`config.mk`:
```
export PLATFORM = sky130hd
export DESIGN_NAME = bcd_countdown
export DESIGN_NICKNAME = d
export VERILOG_FILES = /design/src/rtl/bcd_countdown.sv
export SDC_FILE = /design/constraint.sdc
export NUM_CORES = 1
export LEC_CHECK = 0
export ABC_AREA = 1
export BUFFER_PORTS_ARGS = -buffer_cell sky130_fd_sc_hd__clkbuf_2
export CAP_MARGIN = 5
export CORE_MARGIN = 3
export CORE_UTILIZATION = 40
export CTS_CLUSTER_DIAMETER = 150
export DETAILED_ROUTE_END_ITERATION = 6
export PLACE_DENSITY = 0.63
export SLEW_MARGIN = 10
export SYNTH_ARGS = -nofsm -noshare
export SYNTH_HDL_FRONTEND = slang
export SYNTH_SLANG_ARGS = --single-unit
```
`constraint.sdc`:
```
create_clock -name clk -period 2.8 [get_ports clk]
set_input_delay 0.56 -clock clk [delete_from_list [all_inputs] [get_ports clk]]
set_output_delay 0.56 -clock clk [all_outputs]
set_load 0.005 [all_outputs]
```
`src/rtl/bcd_countdown.sv`:
```
// bcd_countdown: mm:ss BCD countdown timer driven by a 1 Hz tick derived from clk_1.
//
// Ports:
//   clk      in   system clock, the only clock
//   rst      in   synchronous active-high reset
//   clk_1    in   1 Hz square wave in the clk domain; each rising edge is one second
//   load     in   one-cycle strobe: load min_in/sec_in (outside RUN, if valid)
//   min_in   in   BCD minutes {tens,units}
//   sec_in   in   BCD seconds {tens,units}
//   start    in   one-cycle strobe: start/resume from IDLE or PAUSE
//   pause    in   one-cycle strobe: halt a running countdown
//   min_out  out  current BCD minutes
//   sec_out  out  current BCD seconds
//   running  out  high while in RUN
//   done     out  one-cycle pulse when the count reaches 00:00
//   alarm    out  high while in ALARM
module bcd_countdown #(
    parameter logic [7:0] MAX_MIN = 8'h59
) (
    input  logic       clk,
    input  logic       rst,
    input  logic       clk_1,
    input  logic       load,
    input  logic [7:0] min_in,
    input  logic [7:0] sec_in,
    input  logic       start,
    input  logic       pause,
    output logic [7:0] min_out,
    output logic [7:0] sec_out,
    output logic       running,
    output logic       done,
    output logic       alarm
);

    localparam int unsigned DIGIT_W = 4;
    localparam int unsigned BYTE_W  = 2 * DIGIT_W;

    typedef enum logic [1:0] {
        ST_IDLE  = 2'd0,
        ST_RUN   = 2'd1,
        ST_PAUSE = 2'd2,
        ST_ALARM = 2'd3
    } state_e;

    state_e              state_q, state_d;
    logic [BYTE_W-1:0]   min_q, min_d;
    logic [BYTE_W-1:0]   sec_q, sec_d;
    logic                running_q, running_d;
    logic                done_q, done_d;
    logic                alarm_q, alarm_d;
    logic                clk_1_d;

    logic                tick_c;
    logic                load_ok_c;
    logic                is_zero_c;
    logic                last_sec_c;
    logic [BYTE_W-1:0]   dec_min_c;
    logic [BYTE_W-1:0]   dec_sec_c;

    // Rising-edge detect on clk_1; clk_1_d resets high so a high clk_1 after reset is not a tick.
    assign tick_c = clk_1 & ~clk_1_d;

    // Load operand check: BCD digits, seconds tens below 6, minutes within range.
    assign load_ok_c = (min_in[7:4] <= DIGIT_W'(9)) && (min_in[3:0] <= DIGIT_W'(9))
                    && (sec_in[7:4] <= DIGIT_W'(5)) && (sec_in[3:0] <= DIGIT_W'(9))
                    && (min_in <= MAX_MIN);

    assign is_zero_c  = (min_q == BYTE_W'(0)) && (sec_q == BYTE_W'(0));
    assign last_sec_c = (min_q == BYTE_W'(0)) && (sec_q == BYTE_W'(8'h01));

    // One-second BCD decrement with borrow chain sec units -> sec tens -> minutes.
    always_comb begin
        dec_min_c = min_q;
        dec_sec_c = sec_q;
        if (sec_q[3:0] != DIGIT_W'(0)) begin
            dec_sec_c[3:0] = sec_q[3:0] - DIGIT_W'(1);
        end else if (sec_q[7:4] != DIGIT_W'(0)) begin
            dec_sec_c = {sec_q[7:4] - DIGIT_W'(1), DIGIT_W'(9)};
        end else begin
            dec_sec_c = BYTE_W'(8'h59);
            if (min_q[3:0] != DIGIT_W'(0)) begin
                dec_min_c[3:0] = min_q[3:0] - DIGIT_W'(1);
            end else begin
                dec_min_c = {min_q[7:4] - DIGIT_W'(1), DIGIT_W'(9)};
            end
        end
    end

    // Next state and outputs; priority load > pause > start > tick.
    always_comb begin
        state_d = state_q;
        min_d   = min_q;
        sec_d   = sec_q;
        done_d  = 1'b0;

        if (load && load_ok_c && (state_q != ST_RUN)) begin
            min_d   = min_in;
            sec_d   = sec_in;
            state_d = ST_IDLE;
        end else if (pause && (state_q == ST_RUN)) begin
            state_d = ST_PAUSE;
        end else if (start && ((state_q == ST_IDLE) || (state_q == ST_PAUSE)) && !is_zero_c) begin
            state_d = ST_RUN;
        end else if (tick_c && (state_q == ST_RUN)) begin
            min_d = dec_min_c;
            sec_d = dec_sec_c;
            if (last_sec_c) begin
                state_d = ST_ALARM;
                done_d  = 1'b1;
            end
        end

        running_d = (state_d == ST_RUN);
        alarm_d   = (state_d == ST_ALARM);
    end

    always_ff @(posedge clk) begin
        if (rst) begin
            state_q   <= ST_IDLE;
            min_q     <= BYTE_W'(0);
            sec_q     <= BYTE_W'(0);
            running_q <= 1'b0;
            done_q    <= 1'b0;
            alarm_q   <= 1'b0;
            clk_1_d   <= 1'b1;
        end else begin
            state_q   <= state_d;
            min_q     <= min_d;
            sec_q     <= sec_d;
            running_q <= running_d;
            done_q    <= done_d;
            alarm_q   <= alarm_d;
            clk_1_d   <= clk_1;
        end
    end

    assign min_out = min_q;
    assign sec_out = sec_q;
    assign running = running_q;
    assign done    = done_q;
    assign alarm   = alarm_q;

endmodule

```
==> results of run 1 <==
==> per-stage QoR <==
step           worst slack (ps)  cells   util
3_5_place_dp                981    299  0.505
2_1_floorplan              1280    218      -
3_3_place_gp               1000    299  0.505
5_1_grt                    1110    303  0.517
4_1_cts                    1280    303  0.517
6_report                   1310    303  0.517
==> state kept, by name (all words and copies together), names as in the netlist <==
| register | cells |
|---|---|
| done | 1 |
| min_out | 8 |
| running | 1 |
| state_q | 2 |
| sec_out | 8 |
| clk_1_d | 1 |
| alarm | 1 |
==> critical path, stage by stage <==
cell,delay [ps]
clkbuf_2,90
o21a_1,210
nor2_4,180
nand2_4,210
nand2_2,180
nand2_2,100
nand2_1,60
nand2_1,40
nor2_1,100
==> final cells by class <==
class | count | area, sq um
inverters | 28 | 105
repair buffers | 40 | 200
multi-input cells | 165 | 766
clock buffers | 4 | 36.3
fillers | 343 | 1500
flip-flops and latches | 22 | 440
well taps | 44 | 55.1
==> kinds of logic (layout without fill, tap and decap cells) <==
logic type,Yosys count,count (layout),share of synthesized area
xor gates and xnor gates,2,2,0.0132
AOI/OAI and AO/OA,15,15,0.0611
and+or+nand+nor,146,146,0.482
adders and majority gates,2,2,0.0188
buffers and inverters,31,72,0.0940
DFF,22,22,0.331
==> routing by layer <==
metal	up-vias	wire, um
li1	750	-
met1	579	1400
met2	22	1390
met3	2	122
met4	0	21
met5	-	0
==> final timing paths <==
check | slack (ps) | cells past startpoint | start | to
min reg2reg | 510 | 1 | sec_out[7] | sec_out[7]
min | 410 | 2 | rst | sec_out[7]
max reg2reg | 1310 | 10 | state_q[1] | min_out[5]
max | 1310 | 9 | sec_in[1] | min_out[5]
==> layout by cell type (no fill, tap or decap), drive strengths merged, types with 2 or more instances in the layout <==
cell type and n:
nand2 74, nor2 48, clkbuf 44, inv 28, dfxtp 22, nand3 18
o21ai 13, nand3b 3, ha 2
==> power by group through the flow <==
stage                     logic, mW  registers (mW)  clock network (mW)
after floorplan               0.127           0.358                   0
after CTS                     0.183           0.353               0.185
after global routing          0.209           0.357               0.195
final                         0.180           0.352               0.175
after detailed placement      0.182           0.359                   0
after global placement        0.182           0.360                   0
==> metrics.md, run 1 <==
| Metric | Value |
|---|---|
| DRC Markers | `0` |
| Combinational share of power | `0.255` |
| Final nets | `284` |
| DR pass1 iterations | `4` |
| Fmax | `671 MHz` |
| Setup crit start kind | `input pin` |
| CTS resizes | `0` |
| Clock power share | `0.247` |
| Vias per inst | `4.47` |
| WL per Instance | `9.69 um` |
| Hold Crit Class | `in2reg` |
| Static leakage | `0.887 nW` |
| Cell Rows | `20` |
| #FFs+latches synth | `22` |
| Synth area leaders | `dfxtp_1 (33%), nand2_1 (20%), nor2_1 (12%), inv_1 (7.6%), nand3_1 (6.4%)` |
| Sequential area share after synthesis | `0.331` |
| Data arrival, critical path | `1740 ps` |
| Mapped Nets | `242` |
| Worst VDD drop | `360 uV` |
| Status | `completed` |
| Finished layout cell area | `1600 sq um` |
| Cell taking the most area after synthesis | `dfxtp_1` |
| Slew Viols, Final | `0` |
| Post-synth EDFFs | `0` |
| Top FF cell, synth | `dfxtp_1` |
| GR met1 Demand/Resource | `0.185` |
| Cell Int Power | `486 uW` |
| Yosys cell types | `26` |
| Clock Path Buffers | `2` |
| Psw | `222 uW` |
| Mapped Area | `1330 sq um` |
| GPL Wtd Cong | `0.782` |
| Hold WS | `409 ps` |
| # port buffers | `40` |
| Vias in the first global route | `1,198` |
| Post-Syn Instances | `218` |
| Clock sink count | `22` |
| YS warnings | `0` |
| IO Pins | `41` |
| Total power | `708 uW` |
| Layout area overhead | `20.4%` |
| Switching fraction of total power | `0.313` |
| Gr usage total | `0.153` |
| Largest net degree at the start of global routing | `28` |
| CP max FO | `27` |
| Slew margin rel. | `0.629` |
| CTS tree | `done` |
| Met2 usage | `0.263` |
| Final critical path time including I/O delays and setup | `1490 ps` |
| First-pass GRT wire length | `4950 um` |
| CTS Buf Count | `3` |
| Die area | `4060 sq um` |
| Unrepaired setup endpoints after global routing | `no` |
| Drt initial violations | `47` |
| Met3 Use GR | `0.0392` |
| # diodes | `0` |
| Final period utilization | `0.532` |
| Setup TNS | `0 ps` |
| Die X | `63.7 um` |
| DR vias | `1,353` |
| Worst skew pair latency | `310 ps` |
| Setup violators final | `0` |
| Slew @ Worst Pin | `556 ps` |
| Worst Path Required | `3050 ps` |
| Initial antenna violation count | `0` |
| Initial Util | `0.429` |
| CP Class | `in2reg` |
| H-tree depth | `1` |
| Register share of total power | `0.498` |
| Final worst clock skew | `6.09 ps` |
| Cell Pwr Density | `442 nW/um^2` |
| Yosys top cell area share | `0.331` |
| Most common cell in the synthesized netlist | `nand2_1` |
| CP endpoint kind | `flip-flop` |
| Die Y | `63.7 um` |
| Total gr overflow | `0` |
| CTS Hold Bufs | `0` |
| Hpwl dp | `2320 um` |
| Placement-stage cell area | `1570 sq um` |
| Clock-pin slew on the worst setup and hold paths | `120 ps` |
| Setup Buffers After CTS | `0` |
| GR peak layer | `met2` |
| DRT Wirelength | `2940 um` |
| FFs w/ async S/R, synth | `0` |
| Core area | `3100 sq um` |
| Synth cell count leaders | `nand2_1 (70), nor2_1 (43), inv_1 (27)` |
| Maximum Capacitance Violations | `0` |
| Avg Synthesized Cell Area | `6.11 sq um` |
| Fin. Hold Viols | `0` |
| Post-detailed-route count of antenna-violating nets | `0` |
| Layout cell share with drive strength beyond 1 | `0.220` |
| Root buffer cell | `clkbuf_4` |
No activity file was read; power rests on OpenSTA's default activity.
==> run 2: changes to the inputs <==
- clock period: 2.8 -> 1.47 ns (I/O delays scaled with it)
==> metrics.md, run 2 (synthesis gave the netlist of run 1 again) <==
| Metric | Value |
|---|---|
| Status | `completed (unchanged)` |
| Core area | `3100 sq um (unchanged)` |
| Vias per inst | `4.51 (was 4.47)` |
| Root buffer cell | `clkbuf_4 (unchanged)` |
| Register share of total power | `0.476 (was 0.498)` |
| Fin cells | `316 (was 303)` |
| Cell Pwr Density | `805 nW/um^2 (was 442 nW/um^2)` |
| CTS tree | `done (unchanged)` |
| Clock Path Buffers | `2 (unchanged)` |
| Total gr overflow | `0 (unchanged)` |
| Psw | `448 uW (was 222 uW)` |
| DRT Wirelength | `3080 um (was 2940 um)` |
| DR pass1 iterations | `4 (unchanged)` |
| Data arrival, critical path | `1560 ps (was 1740 ps)` |
| Placed cells | `312 (was 299)` |
| Worst VDD drop | `354 uV (was 360 uV)` |
| Hold WS | `142 ps (was 409 ps)` |
| CTS Hold Bufs | `0 (unchanged)` |
| CTS resizes | `0 (unchanged)` |
| Final worst clock skew | `5.35 ps (was 6.09 ps)` |
| Worst setup margin | `130 ps (was 1310 ps)` |
| # diodes | `0 (unchanged)` |
| H-tree depth | `1 (unchanged)` |
| Initial antenna violation count | `0 (unchanged)` |
| CP endpoint kind | `flip-flop (unchanged)` |
| Combinational share of power | `0.284 (was 0.255)` |
| Clock power share | `0.240 (was 0.247)` |
| Final nets | `297 (was 284)` |
| WL per Instance | `9.75 um (was 9.69 um)` |
| Layout area overhead | `31.2% (was 20.4%)` |
| Slew Viols, Final | `0 (unchanged)` |
| R2R Path Start | `state_q[1] (unchanged)` |
| Clock sink count | `22 (unchanged)` |
| Commonest non-fill, non-tap cell in the layout | `nand2_1 (unchanged)` |
| Die X | `63.7 um (unchanged)` |
| Reg2reg path depth | `10 (unchanged)` |
| Initial Util | `0.429 (unchanged)` |
| Hold path start | `rst (unchanged)` |
| Fin. Hold Viols | `0 (unchanged)` |
| Setup TNS | `0 ps (unchanged)` |
| Switching fraction of total power | `0.318 (was 0.313)` |
| DR vias | `1,425 (was 1,353)` |
| Gr usage total | `0.165 (was 0.153)` |
| Placement-stage cell area | `1660 sq um (was 1570 sq um)` |
| Final critical path time including I/O delays and setup | `1340 ps` |
| Most frequent cells in the layout | `nand2_1 (69), clkbuf_2 (40), nor2_1 (38), inv_1 (26), dfxtp_1 (19) (was nand2_1 (70), nor2_1 (43), clkbuf_2 (40), inv_1 (27), dfxtp_1 (22))` |
| GPL Wtd Cong | `0.847 (was 0.782)` |
| CP Class | `reg2reg (was in2reg)` |
| Die Y | `63.7 um (unchanged)` |
| Vias in the first global route | `1,276 (was 1,198)` |
| Drt initial violations | `64 (was 47)` |
| Setup crit start kind | `flip-flop (was input pin)` |
| Final period utilization | `0.911` |
| Hold Crit Class | `in2reg (unchanged)` |
| # port buffers | `40 (unchanged)` |
| Setup violators final | `0 (unchanged)` |
| Clock-pin slew on the worst setup and hold paths | `130 ps (was 120 ps)` |
| Cell Rows | `20 (unchanged)` |
| CP max FO | `18 (was 27)` |
| Reg-to-reg setup timing slack | `130 ps (was 1310 ps)` |
| FF-to-FF End | `sec_out[5] (was min_out[5])` |
| Worst Path Required | `1690 ps (was 3050 ps)` |
| Static leakage | `0.954 nW (was 0.887 nW)` |
| Slew @ Worst Pin | `282 ps (was 556 ps)` |
| Hold depth | `2 (unchanged)` |
| Post-detailed-route count of antenna-violating nets | `0 (unchanged)` |
| Util after Layout | `0.563 (was 0.517)` |
| CTS Buf Count | `3 (unchanged)` |
| IO Pins | `41 (unchanged)` |
| Hpwl dp | `2540 um (was 2320 um)` |
| Layout cell share with drive strength beyond 1 | `0.294 (was 0.220)` |
| Maximum Capacitance Violations | `0 (unchanged)` |
| Cell Int Power | `958 uW (was 486 uW)` |
| Fmax | `746 MHz` |
| Total power | `1.41 mW (was 708 uW)` |
| Worst skew pair latency | `310 ps (about the same)` |
| Die area | `4060 sq um (unchanged)` |
| First-pass GRT wire length | `5420 um (was 4950 um)` |
| Finished layout cell area | `1750 sq um (was 1600 sq um)` |
| Slew margin rel. | `0.812 (was 0.629)` |
| Worst Hold End | `sec_out[7] (unchanged)` |
| Largest net degree at the start of global routing | `19 (was 28)` |
| Placement Setup Slack | `51.1 ps (was 981 ps)` |
| Setup Buffers After CTS | `0 (unchanged)` |
| DRC Markers | `0 (unchanged)` |
[run 2: cell types whose count changed in the layout (fill, tap and decap cells not counted), moves of 2 or more]
cell / previous run / this run
dfxtp_1: 22 / 19
nor2_1: 43 / 38
nor2_2: 2 / 5
nor2_4: 3 / 5
dfxtp_2: 0 / 3
buf_4: 0 / 12
[run 2: worst max-delay path: stages, from the launching register on]
cell	delay [ps]
dfxtp_2	360
inv_1	50
nand2_2	80
nand3_2	90
nor2_4	160
nand2_8	120
buf_4	170
nand2_1	50
nand2_1	50
nor2_1	80
nor2_1	40
[run 2: how the worst max path moves through the flow]
stage,start,endpoint,slack [ps],cells past startpoint
floorplan,state_q[1],sec_out[2],200,10
global placement,sec_out[5],min_out[7],60,8
detailed placement,sec_out[5],min_out[5],50,8
CTS,sec_out[5],min_out[5],20,8
global route,sec_out[1],min_out[5],-10,8
finish,state_q[1],sec_out[5],130,10
[run 2: area by class of cell]
class                   count  area, sq um
inverters                  28          105
repair buffers             53          302
clock buffers               4         36.3
well taps                  44         55.1
flip-flops and latches     22          444
fillers                   343         1360
multi-input cells         165          805
[run 2: power groups by stage]
stage	logic [mW]	registers, mW	clock network [mW]
2_1_floorplan	0.243	0.682	0
3_3_place_gp	0.388	0.677	0
3_5_place_dp	0.385	0.677	0
4_1_cts	0.387	0.664	0.358
5_1_grt	0.461	0.676	0.383
6_report	0.399	0.670	0.337
[run 2: layer usage]
| metal | GRT usage | vias to the layer above | wire, um |
|---|---|---|---|
| li1 | - | 781 | - |
| met1 | 0.223 | 611 | 1450 |
| met2 | 0.270 | 31 | 1450 |
| met3 | 0.0321 | 2 | 160 |
| met4 | 0.0404 | 0 | 14 |
| met5 | 0 | - | 0 |
==> run 3: changes to the inputs <==
- ABC_AREA: 1 -> not set
- PLACE_DENSITY: 0.63 -> 0.66
==> metrics.md, run 3 <==
| Metric | Value |
|---|---|
| Status | `finished, violations left (was completed)` |
| Failing checks | `negative setup slack` |
| Mapped Area | `1210 sq um (was 1330 sq um)` |
| CP endpoint kind | `flip-flop (unchanged)` |
| Clock sink count | `22 (unchanged)` |
| Fmax | `542 MHz (was 746 MHz)` |
| Avg Synthesized Cell Area | `8.44 sq um (was 6.11 sq um)` |
| CTS tree | `done (unchanged)` |
| Vias per inst | `5.46 (was 4.51)` |
| Final critical path time including I/O delays and setup | `1850 ps (was 1340 ps)` |
| Mapped Nets | `167 (was 242)` |
| Synth area leaders | `dfxtp_1 (36%), nor2_1 (6.2%), a211oi_1 (3.7%), a21oi_1 (3.3%), nor3_1 (3.3%) (was dfxtp_1 (33%), nand2_1 (20%), nor2_1 (12%), inv_1 (7.6%), nand3_1 (6.4%))` |
| Gr usage total | `0.206 (was 0.165)` |
| Yosys top cell area share | `0.365 (was 0.331)` |
| Max stage delay cell, worst path | `or4_4 (was dfxtp_2)` |
| Total power | `1.45 mW (was 1.41 mW)` |
| Most common cell in the synthesized netlist | `dfxtp_1 (was nand2_1)` |
| Psw | `430 uW (was 448 uW)` |
| Clock-pin slew on the worst setup and hold paths | `130 ps (about the same)` |
| Synth cell count leaders | `dfxtp_1 (22), nor2_1 (20), nand2_1 (9) (was nand2_1 (70), nor2_1 (43), inv_1 (27))` |
| Setup crit start kind | `flip-flop (unchanged)` |
| Yosys cell types | `44 (was 26)` |
| Cells traversed along the worst timing path | `or4_4 > buf_4 > nor3_4 > buf_6 > nand2_1 > xnor2_1 > a211oi_2 (was inv_1 > nand2_2 > nand3_2 > nor2_4 > nand2_8 > buf_4 > nand2_1 > nand2_1 > nor2_1 > nor2_1)` |
| Top FF cell, synth | `dfxtp_1 (unchanged)` |
| # port buffers | `40 (unchanged)` |
| Hold path start | `clk_1 (was rst)` |
| Switching fraction of total power | `0.296 (was 0.318)` |
| Met2 usage | `0.377 (was 0.270)` |
| Combinational share of power | `0.325 (was 0.284)` |
| Worst Path Required | `1670 ps (was 1690 ps)` |
| GPL Wtd Cong | `0.858 (was 0.847)` |
| Drt initial violations | `42 (was 64)` |
| Layout area overhead | `75.9% (was 31.2%)` |
| Fillcell total | `180 (was 343)` |
| Vias in the first global route | `1,359 (was 1,276)` |
| R2R Path Start | `sec_out[4] (was state_q[1])` |
| Cell Pwr Density | `685 nW/um^2 (was 805 nW/um^2)` |
| Largest net degree at the start of global routing | `21 (was 19)` |
| Worst setup margin | `-375 ps (was 130 ps)` |
| Die Y | `60.9 um (was 63.7 um)` |
| IO Pins | `41 (unchanged)` |
| First-pass GRT wire length | `5780 um (was 5420 um)` |
| Cell taking the most area after synthesis | `dfxtp_1 (unchanged)` |
| Clock power share | `0.235 (was 0.240)` |
| Met3 Use GR | `0.0255 (was 0.0321)` |
| CP top delay family | `simple AND/OR/NAND/NOR gates (unchanged)` |
| Post-Syn Instances | `143 (was 218)` |
| CTS Buf Count | `3 (unchanged)` |
| Post-detailed-route count of antenna-violating nets | `0 (unchanged)` |
| Hold WS | `222 ps (was 142 ps)` |
| Clock Path Buffers | `2 (unchanged)` |
| Commonest non-fill, non-tap cell in the layout | `buf_4 (was nand2_1)` |
| Root buffer cell | `clkbuf_4 (unchanged)` |
| Layout cell share with drive strength beyond 1 | `0.665 (was 0.294)` |
| Slew margin rel. | `0.711 (was 0.812)` |
| Fin. Hold Viols | `0 (unchanged)` |
| Initial antenna violation count | `0 (unchanged)` |
| CTS Hold Bufs | `0 (unchanged)` |
| Worst Setup SP | `sec_out[4] (was state_q[1])` |
| Slew @ Worst Pin | `429 ps (was 282 ps)` |
| DRT Wirelength | `4050 um (was 3080 um)` |
| Cell Rows | `19 (was 20)` |
| DRC Markers | `0 (unchanged)` |
| GR met1 Demand/Resource | `0.262 (was 0.223)` |
| FFs w/ async S/R, synth | `0 (unchanged)` |
| Initial Util | `0.430 (was 0.429)` |
| Fin cells | `261 (was 316)` |
| Post-synth EDFFs | `0 (unchanged)` |
| H-tree depth | `1 (unchanged)` |
| Worst VDD drop | `530 uV (was 354 uV)` |
| DR pass1 iterations | `4 (unchanged)` |
| Sequential area share after synthesis | `0.365 (was 0.331)` |
| Static leakage | `0.906 nW (was 0.954 nW)` |
| Hold Crit Class | `in2reg (unchanged)` |
| Final worst clock skew | `4.45 ps (was 5.35 ps)` |
| CP Class | `reg2reg (unchanged)` |
| GR peak layer | `met2 (unchanged)` |
| DR vias | `1,426 (was 1,425)` |
| Buf/Inv on CP | `2 (unchanged)` |
| Util after Layout | `0.757 (was 0.563)` |
| CP peak stage delay | `580 ps (was 360 ps)` |
| Data arrival, critical path | `2040 ps (was 1560 ps)` |
| Total gr overflow | `0 (unchanged)` |
| Worst skew pair latency | `310 ps (about the same)` |
| CP max FO | `4 (was 18)` |
| Placed cells | `248 (was 312)` |
| YS warnings | `0 (unchanged)` |
| Final period utilization | `1.26 (was 0.911)` |
| Cell Int Power | `1.02 mW (was 958 uW)` |
| Slew Viols, Final | `0 (unchanged)` |
| Maximum Capacitance Violations | `0 (unchanged)` |
| Placement Setup Slack | `-403 ps (was 51.1 ps)` |
| Hpwl dp | `2870 um (was 2540 um)` |
| Hold depth | `2 (unchanged)` |
| WL per Instance | `15.5 um (was 9.75 um)` |
| Reg2reg path depth | `7 (was 10)` |
| Core area | `2810 sq um (was 3100 sq um)` |
| Die area | `3710 sq um (was 4060 sq um)` |
| Unrepaired setup endpoints after global routing | `yes` |
| Register share of total power | `0.440 (was 0.476)` |
| Critical path depth in cells | `7 (was 10)` |
| # diodes | `0 (unchanged)` |
| Setup violators final | `20 (was 0)` |
| Final nets | `255 (was 297)` |
| Most frequent cells in the layout | `buf_4 (42), clkbuf_2 (40), nor2_1 (15), dfxtp_1 (13) (was nand2_1 (69), clkbuf_2 (40), nor2_1 (38), inv_1 (26), dfxtp_1 (19))` |
| Die X | `60.9 um (was 63.7 um)` |
| #FFs+latches synth | `22 (unchanged)` |
[run 3: cell count changes after synthesis, sizes merged, moves of 4 or more]
| cell | change |
|---|---|
| nand2 | -65 |
| nor2 | -28 |
| inv | -24 |
| nand3 | -13 |
| nor3 | +10 |
| o21ai | -10 |
| a211oi | +7 |
| a21oi | +7 |
| nor4 | +4 |
| or2 | +4 |
| or4 | +4 |
[run 3: routing by layer]
metal,wire [um],share of wire
met5,0,0
met4,48,0.012
met3,167,0.041
met2,2050,0.51
met1,1790,0.44
[run 3: cell families (layout without fill, tap and decap cells)]
kind of cell             Yosys count  in the layout  share of synthesized area
AO/OA/AOI/OAI                     30             30                      0.176
XOR/XNOR                           7              7                     0.0508
adder cells (fa/ha/maj)            2              2                     0.0207
buffers and inverters             11             98                     0.0435
flip-flops                        22             22                      0.365
AND/OR/NAND/NOR                   71             71                      0.344
[run 3: final timing paths]
kind                 to  slack (ps)
max          min_out[4]        -380
min             clk_1_d         220
max reg2reg  min_out[4]        -380
min reg2reg  sec_out[2]         530
[run 3: repair_timing]
action | 4_1_cts | 5_1_grt
endpoints found under the setup margin | 21 | 21
gates resized for setup | 33 | 24
pin swaps | 18 | 17
buffers inserted | 5 | 4
[run 3: final cells by class]
cell class                 count  area [sq um]  area share
clock buffer                   4          36.3      0.0171
inverter                       4          15.0     0.00707
multi-input combinational    110           965       0.454
sequential                    22           459       0.216
tap                           31          38.8      0.0183
timing repair buffer          90           609       0.287
[run 3: power groups by stage]
stage	clock network (mW)	registers (mW)	logic [mW]
2_1_floorplan	0	0.658	0.180
3_3_place_gp	0	0.648	0.327
3_5_place_dp	0	0.649	0.336
4_1_cts	0.339	0.638	0.404
5_1_grt	0.373	0.642	0.506
6_report	0.341	0.640	0.472
[run 3: metrics by stage]
| step | setup TNS, ps | area (sq um) |
|---|---|---|
| finish | -5300 | 2120 |
| detailed placement | -6580 | 1760 |
| floorplan | -3170 | 1260 |
| CTS | -4800 | 1970 |
| global placement | -5280 | 1760 |
| global route | -6480 | 2120 |
